## src/rtl/pla_pkg.sv

```systemverilog
// -----------------------------------------------------------------------------
// pla_pkg
// Shared types and helpers for the runtime-programmable PLA evaluator.
//   - PLA_NUM_* : default geometry, matching pla_prog_eval's parameter defaults
//   - PLA_MAX_IN: widest input vector term_match() handles
//   - pla_row_t : one AND/OR-plane row (enable, care mask, value mask, OR mask)
//   - term_match: product-term compare of an input vector against one row
// -----------------------------------------------------------------------------
package pla_pkg;

  localparam int PLA_NUM_IN    = 6;
  localparam int PLA_NUM_OUT   = 12;
  localparam int PLA_NUM_TERMS = 32;
  localparam int PLA_MAX_IN    = 32;

  typedef struct packed {
    logic                   en;
    logic [PLA_NUM_IN-1:0]  care;
    logic [PLA_NUM_IN-1:0]  val;
    logic [PLA_NUM_OUT-1:0] or_mask;
  } pla_row_t;

  // Callers zero-extend to PLA_MAX_IN; the zero-extended care bits keep the
  // unused upper positions out of the compare.
  function automatic logic term_match(input logic [PLA_MAX_IN-1:0] x,
                                      input logic [PLA_MAX_IN-1:0] care,
                                      input logic [PLA_MAX_IN-1:0] val);
    return ((x ^ val) & care) == '0;
  endfunction

endpackage

```

## src/rtl/pla_prog_eval_term_row.sv

```systemverilog
// -----------------------------------------------------------------------------
// pla_term_row
// One product-term row: its enable/care/value/OR registers plus the match
// logic evaluated against the live input vector.
// Ports:
//   clk, rst      clock, synchronous active-high reset
//   we            overwrite this row with the cfg_* fields on the next edge
//   cfg_en/care/val/or_mask  new row contents
//   x             input vector to evaluate
//   term          1 when the row is enabled and x matches it
//   or_mask       this row's OR-plane mask
// -----------------------------------------------------------------------------
module pla_term_row
  import pla_pkg::*;
#(
  parameter int NUM_IN  = PLA_NUM_IN,
  parameter int NUM_OUT = PLA_NUM_OUT
) (
  input  logic               clk,
  input  logic               rst,
  input  logic               we,
  input  logic               cfg_en,
  input  logic [NUM_IN-1:0]  cfg_care,
  input  logic [NUM_IN-1:0]  cfg_val,
  input  logic [NUM_OUT-1:0] cfg_or,
  input  logic [NUM_IN-1:0]  x,
  output logic               term,
  output logic [NUM_OUT-1:0] or_mask
);

  logic               en_q,   en_d;
  logic [NUM_IN-1:0]  care_q, care_d;
  logic [NUM_IN-1:0]  val_q,  val_d;
  logic [NUM_OUT-1:0] or_q,   or_d;

  always_comb begin
    // NOTE: every always_comb output gets a default first so no path can
    // leave it unassigned and infer a latch.
    en_d   = en_q;
    care_d = care_q;
    val_d  = val_q;
    or_d   = or_q;
    if (we) begin
      en_d   = cfg_en;
      care_d = cfg_care;
      val_d  = cfg_val;
      or_d   = cfg_or;
    end
  end

  always_ff @(posedge clk) begin
    // NOTE: the term table is reset like any other state: an unloaded PLA
    // must evaluate to all zeros, so rows cannot be left as bare storage.
    if (rst) begin
      en_q   <= 1'b0;
      care_q <= '0;
      val_q  <= '0;
      or_q   <= '0;
    end else begin
      en_q   <= en_d;
      care_q <= care_d;
      val_q  <= val_d;
      or_q   <= or_d;
    end
  end

  assign term    = en_q & term_match(PLA_MAX_IN'(x), PLA_MAX_IN'(care_q),
                                     PLA_MAX_IN'(val_q));
  assign or_mask = or_q;

endmodule

```

## src/rtl/pla_prog_eval.sv

```systemverilog
// -----------------------------------------------------------------------------
// pla_prog_eval
// Runtime-programmable, 2-stage pipelined PLA evaluator. The AND plane and OR
// plane live in NUM_TERMS pla_term_row instances loaded over a config
// handshake; input vectors stream through a valid/ready pipeline
// (stage 1 = term vector, stage 2 = z).
// Ports:
//   clk, rst                      clock, synchronous active-high reset
//   cfg_valid/cfg_ready           config write handshake (only when pipe empty)
//   cfg_addr/en/care/val/or       row address and new row contents
//   in_valid/in_ready, x          input vector stream
//   out_valid/out_ready, z        result stream
// Optional (macro PLA_OUT_PHASE_EN):
//   cfg_phase_we, cfg_phase       write the output-phase register instead of a
//                                 row; z becomes OR-plane ^ phase
// -----------------------------------------------------------------------------
module pla_prog_eval
  import pla_pkg::*;
#(
  parameter int NUM_IN    = PLA_NUM_IN,
  parameter int NUM_OUT   = PLA_NUM_OUT,
  parameter int NUM_TERMS = PLA_NUM_TERMS,
  parameter int TERM_AW   = (NUM_TERMS > 1) ? $clog2(NUM_TERMS) : 1
) (
  input  logic               clk,
  input  logic               rst,
  input  logic               cfg_valid,
  output logic               cfg_ready,
  input  logic [TERM_AW-1:0] cfg_addr,
  input  logic               cfg_en,
  input  logic [NUM_IN-1:0]  cfg_care,
  input  logic [NUM_IN-1:0]  cfg_val,
  input  logic [NUM_OUT-1:0] cfg_or,
`ifdef PLA_OUT_PHASE_EN
  input  logic               cfg_phase_we,
  input  logic [NUM_OUT-1:0] cfg_phase,
`endif
  input  logic               in_valid,
  output logic               in_ready,
  input  logic [NUM_IN-1:0]  x,
  output logic               out_valid,
  input  logic               out_ready,
  output logic [NUM_OUT-1:0] z
);

  logic                 cfg_fire;
  logic                 row_wr;
  logic                 in_fire;
  logic                 s1_load;
  logic                 s2_load;
  logic [NUM_TERMS-1:0] term_vec;
  logic [NUM_OUT-1:0]   or_arr [NUM_TERMS];
  logic [NUM_OUT-1:0]   z_or;
  logic [NUM_OUT-1:0]   phase;

  logic                 s1_valid_q, s1_valid_d;
  logic [NUM_TERMS-1:0] terms_q,    terms_d;
  logic                 s2_valid_q, s2_valid_d;
  logic [NUM_OUT-1:0]   z_q,        z_d;

  // Config only lands on an empty pipe, so no vector ever sees a half-written
  // table; the two stage valids are the whole emptiness test.
  assign cfg_ready = !s1_valid_q && !s2_valid_q;
  assign cfg_fire  = cfg_valid && cfg_ready;

  assign s2_load   = !s2_valid_q || out_ready;
  assign s1_load   = !s1_valid_q || s2_load;
  // A pending config request blocks new inputs so the pipe drains.
  assign in_ready  = s1_load && !cfg_valid;
  assign in_fire   = in_valid && in_ready;

`ifdef PLA_OUT_PHASE_EN
  logic [NUM_OUT-1:0] phase_q, phase_d;

  assign row_wr = cfg_fire && !cfg_phase_we;
  assign phase  = phase_q;

  always_comb begin
    phase_d = phase_q;
    if (cfg_fire && cfg_phase_we) phase_d = cfg_phase;
  end

  always_ff @(posedge clk) begin
    if (rst) phase_q <= '0;
    else     phase_q <= phase_d;
  end
`else
  assign row_wr = cfg_fire;
  assign phase  = '0;
`endif

  // Out-of-range addresses match no row: the write is accepted and dropped.
  for (genvar t = 0; t < NUM_TERMS; t++) begin : g_row
    pla_term_row #(
      .NUM_IN (NUM_IN),
      .NUM_OUT(NUM_OUT)
    ) u_row (
      .clk     (clk),
      .rst     (rst),
      .we      (row_wr && (cfg_addr == TERM_AW'(t))),
      .cfg_en  (cfg_en),
      .cfg_care(cfg_care),
      .cfg_val (cfg_val),
      .cfg_or  (cfg_or),
      .x       (x),
      .term    (term_vec[t]),
      .or_mask (or_arr[t])
    );
  end

  // OR plane over the registered stage-1 term vector.
  always_comb begin
    z_or = '0;
    for (int t = 0; t < NUM_TERMS; t++) begin
      if (terms_q[t]) z_or = z_or | or_arr[t];
    end
  end

  always_comb begin
    s1_valid_d = s1_valid_q;
    terms_d    = terms_q;
    s2_valid_d = s2_valid_q;
    z_d        = z_q;
    if (s1_load) begin
      s1_valid_d = in_fire;
      if (in_fire) terms_d = term_vec;
    end
    if (s2_load) begin
      s2_valid_d = s1_valid_q;
      if (s1_valid_q) z_d = z_or ^ phase;
    end
  end

  always_ff @(posedge clk) begin
    // NOTE: state registers use non-blocking assignments so every flop samples
    // the pre-edge value of its neighbours regardless of statement order.
    if (rst) begin
      s1_valid_q <= 1'b0;
      terms_q    <= '0;
      s2_valid_q <= 1'b0;
      z_q        <= '0;
    end else begin
      s1_valid_q <= s1_valid_d;
      terms_q    <= terms_d;
      s2_valid_q <= s2_valid_d;
      z_q        <= z_d;
    end
  end

  assign out_valid = s2_valid_q;
  assign z         = z_q;

endmodule

```

## config.mk

```make
export PLATFORM = sky130hd
export DESIGN_NAME = pla_prog_eval
export DESIGN_NICKNAME = d
export VERILOG_FILES = /design/src/rtl/pla_pkg.sv /design/src/rtl/pla_prog_eval_term_row.sv /design/src/rtl/pla_prog_eval.sv
export SDC_FILE = /design/constraint.sdc
export NUM_CORES = 2
export LEC_CHECK = 0
export CORE_MARGIN = 4
export CORE_UTILIZATION = 28
export CTS_CLUSTER_DIAMETER = 120
export DETAILED_ROUTE_END_ITERATION = 7
export GPL_TIMING_DRIVEN = 0
export SLEW_MARGIN = 5
export SYNTH_ARGS = -nofsm -noshare
export SYNTH_HDL_FRONTEND = slang
export SYNTH_SLANG_ARGS = --single-unit
```

## constraint.sdc

```tcl
create_clock -name clk -period 5.5 [get_ports clk]
set_input_delay 1.1 -clock clk [delete_from_list [all_inputs] [get_ports clk]]
set_output_delay 1.1 -clock clk [all_outputs]
set_load 0.01 [all_outputs]
```

# --- Word-level counts from Yosys, hierarchy flattened ---
# Index checks and enable logic that the tools add are counted.
word_totals:
  reg_bits: 846
  inputBits: 41
  out_inout_bits: 15
op_classes:
  n_eq_ne: 31
  n_mux: 32
  bitwise_logic: 127
  n_reduce_logical: 76
op_table:
  columns: ["operator", "n"]
  rows:
  - ["32-bit by 6-bit bitwise AND with 32-bit output", 32]
  - ["32-bit logical NOT", 32]
  - ["12-bit two-way mux", 32]
  - ["12-bit OR", 31]
  - ["6-bit XOR", 32]
  - ["5-bit equality test, second input constant", 16]
  - ["5-bit by 4-bit equality test with 1-bit output, second input constant", 8]
  - ["1-bit logical AND", 36]
  - ["1-bit bitwise AND", 32]
  - ["5-bit by 3-bit equality test with 1-bit output, second input constant", 4]
  - ["5-bit by 2-bit equality test with 1-bit output, second input constant", 2]
  - ["5-bit by 1-bit equality test with 1-bit output, second input constant", 1]
  - ["5-bit logical NOT", 1]
  - ["2-bit AND reduction", 2]
  - ["1-bit logical NOT", 3]
  - ["1-bit logical OR", 2]

# --- Logic depth before layout (Yosys ltp) ---
depth:
  depth_word: 63
  mapped_depth: 7
  mapped_depth_nobuf: 4

# --- Hierarchy ---
# A second synthesis with hierarchy kept.
unflattened:
  hier_cells: 3454
  hier_area_um2: 34657.0
by_module_without_submodules:
  columns: ["mod", "n_inst", "cells_per_inst", "area_per_inst_um2", "seq_area_each_um2"]
  rows:
  - ["pla_term_row", 32, 91, 960.9, 500.5]
  - ["pla_prog_eval", 1, 542, 3907.5, 920.9]

# --- Worst setup path after synthesis ---
# No wires, ideal clock.
synth_timing:
  path_type: "input to register"
  start: "in cfg_addr[4]"
  end: "reg g_row[14].u_row.care_q[5]"
  setup_ns: 0.070
  t_arrival_ns: 2.475
  path_slack_ns: 2.954
  path_stages: 7
  cell_sequence: "clkbuf_1 > or3b_1 > buf_4 > nor3_2 > buf_2 > nand2_1 > a21oi_1"
synth_via:
  elab_chain_len: 2
synth_rtl:
  columns: ["item", "line_no", "source"]
  rows:
  - ["start, declared", "pla_prog_eval.sv:29", "input logic [TERM_AW-1:0] cfg_addr,"]
  - ["5-bit by 4-bit equality test with 1-bit output", "pla_prog_eval.sv:100", ".we (row_wr && (cfg_addr == TERM_AW'(t))),"]
  - ["1-bit logical AND", "pla_prog_eval.sv:100", null]
  - ["end signal, assigned", "pla_prog_eval_term_row.sv:61", "care_q <= care_d;"]
  - ["end, declared", "pla_prog_eval_term_row.sv:32", "logic [NUM_IN-1:0] care_q, care_d;"]
# Every way passes these cells.
# A chain may end at the register's enable or synchronous reset.

# --- Worst setup path in the final report ---
layout_timing:
  start: "reg s1_valid_q"
  end: "out cfg_ready"
layout_via:
  elab_chain_len: 2
layout_rtl:
  columns: ["item", "line_no", "source"]
  rows:
  - ["start, declared", "pla_prog_eval.sv:56", "logic s1_valid_q, s1_valid_d;"]
  - ["start signal, assigned", "pla_prog_eval.sv:143", "s1_valid_q <= s1_valid_d;"]
  - ["1-bit logical NOT", "pla_prog_eval.sv:63", "assign cfg_ready = !s1_valid_q && !s2_valid_q;"]
  - ["1-bit logical AND", "pla_prog_eval.sv:63", null]
  - ["end, declared", "pla_prog_eval.sv:28", "output logic cfg_ready,"]
# Every way passes these cells.

==> metrics.md <==
| Metric | Value |
|---|---|
| Setup TNS | `0 ns` |
| Routed Antenna Nets | `0` |
| DP Wirelength | `115000 um` |
| WL per Instance | `25.2 um` |
| Synth Net Count | `4436` |
| DRT iter0 DRCs | `4944` |
| RD Place Congestion | `1.06` |
| Maximum fanout along the worst path | `10` |
| Die H | `approximately 360 um` |
| Nets@finish | `roughly 4600` |
| Post-Syn Instances | `around 4400` |
| Mapped Avg Cell Area | `7.88 um^2` |
| Reg area | `16900 um^2` |
| Worst EP arrival | `2.87 ns` |
| H-tree Lvls | `3` |
| IO Pins | `56` |
| Mapped Area | `between 30000 and 40000 um^2` |
| Worst relative slew slack | `3.60%` |
| # setup viols final | `0` |
| Initial Util | `about 28%` |
| Synthesized flop and latch total | `846` |
| DR vias/cell | `about 5.4` |
| Die X | `360 um` |
| Multi-input logic area | `15800 um^2` |
| Dpl ws | `between 1 and 1.5 ns` |
| CTS tree | `built` |
| First-pass GRT wire length | `220000 um` |
| Setup Buffers After CTS | `0` |
| Filler Cell Count | `13000` |
| Worst min-delay path class | `register to register` |
| Static Leak | `13.1 nW` |
| CTS Sinks | `around 850` |
| Cell Pwr Density | `330 nW/um^2` |
| Yosys top cell by area | `dfxtp_1` |
| Clk Latency, worst-skew pair | `around 0.70 ns` |
| Period utilization | `72.1%` |
| Max-cap viol count | `0` |
| Clock Tree Buf Depth | `3` |
| Largest net degree at the start of global routing | `14` |
| Routed WL | `approximately 160000 um` |
| GRT Util Overall | `23.0%` |
| Area Overhead vs Synth | `15.7%` |
| Worst slew pin tran | `1.45 ns` |
| RSZ-0062 raised after global routing | `no` |
| Startpoint Class | `register` |
| CP Data Required Time | `4.40 ns` |
| Warnings, synthesis | `0` |
| Post-Route Skew | `0.0444 ns` |
| Power Total | `13.2 mW` |
| CTS root buffer | `clkbuf_16` |
| Clock buffer count from CTS | `around 90` |
| Drt pass-1 iters | `6` |
| EDFF count, synth | `0` |
| Initial antenna violation count | `7` |
| Residual DRC | `0` |
| Post-Route Utilization | `between 30% and 40%` |
| Crit end category | `output pin` |
| Post-cts sizing count | `0` |
| Final WS setup | `1.53 ns` |
| Gr ovfl total | `0` |
| IO Port Bufs | `46` |
| Die ar. | `129000 um^2` |
| Top_reg_cell synth | `dfxtp_1` |
| Layout cells sized above 1 | `6.78%` |
| Slew Viols, Final | `0` |
| Post-CTS Hold Fix Bufs | `0` |
| Clock transition at path regs | `0.06 ns` |
| Tmin final | `a little under 4 ns` |
| Run status | `completed` |
| Peak VDD IR | `approximately 0.21 mV` |
| Post-synth top area share | `about half` |
| Post-synthesis sequential area ratio | `48.9%` |
| Count of different cell masters after synthesis | `36` |
| Fin. Hold Viols | `0` |
| Setup CP Type | `register to output pin` |
| Vias in the first global route | `a little over 30000` |
| Via count | `33900` |
| Post-synth ARST share | `0%` |
| Rows | `around 130` |
| Core area | `122000 um^2` |
| Top cells by area, synth | `dfxtp_1 49%, nand2_1 18%, a21oi_1 12%, xor2_1 4.9%, a22oi_1 4.6%` |
| Achievable clock frequency | `252 MHz` |
cell usage after synthesis, drive strengths merged (32+ instances only):
cell       n
nand2   1645
dfxtp    846
a21oi    834
clkbuf   228
a22oi    212
xor2     192
buf      154
nand4     68
nand3     45
nor3      33
a21boi    32
a222oi    32
cell usage in the layout, fill, tap and decap left out, drive strengths merged:
cell and count:
a21boi 32, nand4 68, clkinv 13, nand3b 4
nor3 33, nor3b 3, nand2b 3, nand3 45
a21oi 834, clkbuf 368, or3 1, a22oi 212
dfxtp 846, and3b 3, nor4 12, bufinv 5
or2 1, a222oi 32, and3 1, a221oi 12
diode 1, nand2 1645, xor2 192, nor2b 2
clkdlybuf4s50 46, inv 3, or3b 2, and2 2
buf 153, nor2 15, a211oi 12
logic make-up after synthesis:
kind of cell | after synthesis | synth area share, %
xor+xnor | 192 | 4.86
flops | 846 | 48.9
simple gates | 1840 | 22.0
compound gates | 1134 | 18.8
buf+inv | 383 | 5.36
layer usage:
layer	part of all wire [%]	global-route usage [%]
met5	0.017	0
met3	13	6.13
met1	39	30.7
met2	42	34.2
met4	6.1	11.5
per-stage QoR:
stage	instance area, um^2	std cells	hold WS, ns
finish	40100	6226	0.452
global route	40000	6225	0.467
CTS	40000	6225	0.453
detailed placement	37100	6066	0.444
global placement	37100	6066	0.439
floorplan	34600	4395	0.432
worst max-delay path: stages (launching register included):
cell and delay (ns):
dfxtp_1 0.34, buf_2 0.28, buf_1 0.65, nor2_1 0.33, clkdlybuf4s50_1 0.57
registers in the layout, indices dropped and copies added, names as in the netlist:
register and count:
g_row.u_row.val_q 192, s1_valid_q 1, g_row.u_row.or_mask 384, g_row.u_row.en_q 32
terms_q 32, out_valid 1, z 12, g_row.u_row.care_q 192
area by class of cell:
cell class                 instances  area share, %
clock inverter                    20          0.694
sequential                       846           42.3
buffer                           382           4.65
inverter                           1        0.00937
tap                             1625           5.08
multi-input combinational       3166           39.5
antenna                            1        0.00625
clock buffer                     139           6.61
timing repair buffer              46           1.15
report_power, final:
group / switching, mW / internal (mW) / total, mW
clock: 2.66 / 3.54 / 6.21
sequential: 0.0397 / 6.17 / 6.21
combinational: 0.628 / 0.158 / 0.787
path summary, 6_finish.rpt:
check                                         startpoint                                      to  slack [ns]  cells after the start
setup / recovery                 s1_valid_q$_SDFFE_PP0N_                               cfg_ready        1.53                      4
hold / removal    g_row[27].u_row.care_q[0]$_SDFFE_PP0P_  g_row[27].u_row.care_q[0]$_SDFFE_PP0P_        0.45                      2
setup reg to reg                  out_valid$_SDFFE_PP0P_                terms_q[19]$_SDFFE_PP0P_        2.04                      5
hold reg to reg   g_row[27].u_row.care_q[0]$_SDFFE_PP0P_  g_row[27].u_row.care_q[0]$_SDFFE_PP0P_        0.45                      2
Note: power is estimated with default switching activity, not from simulation.
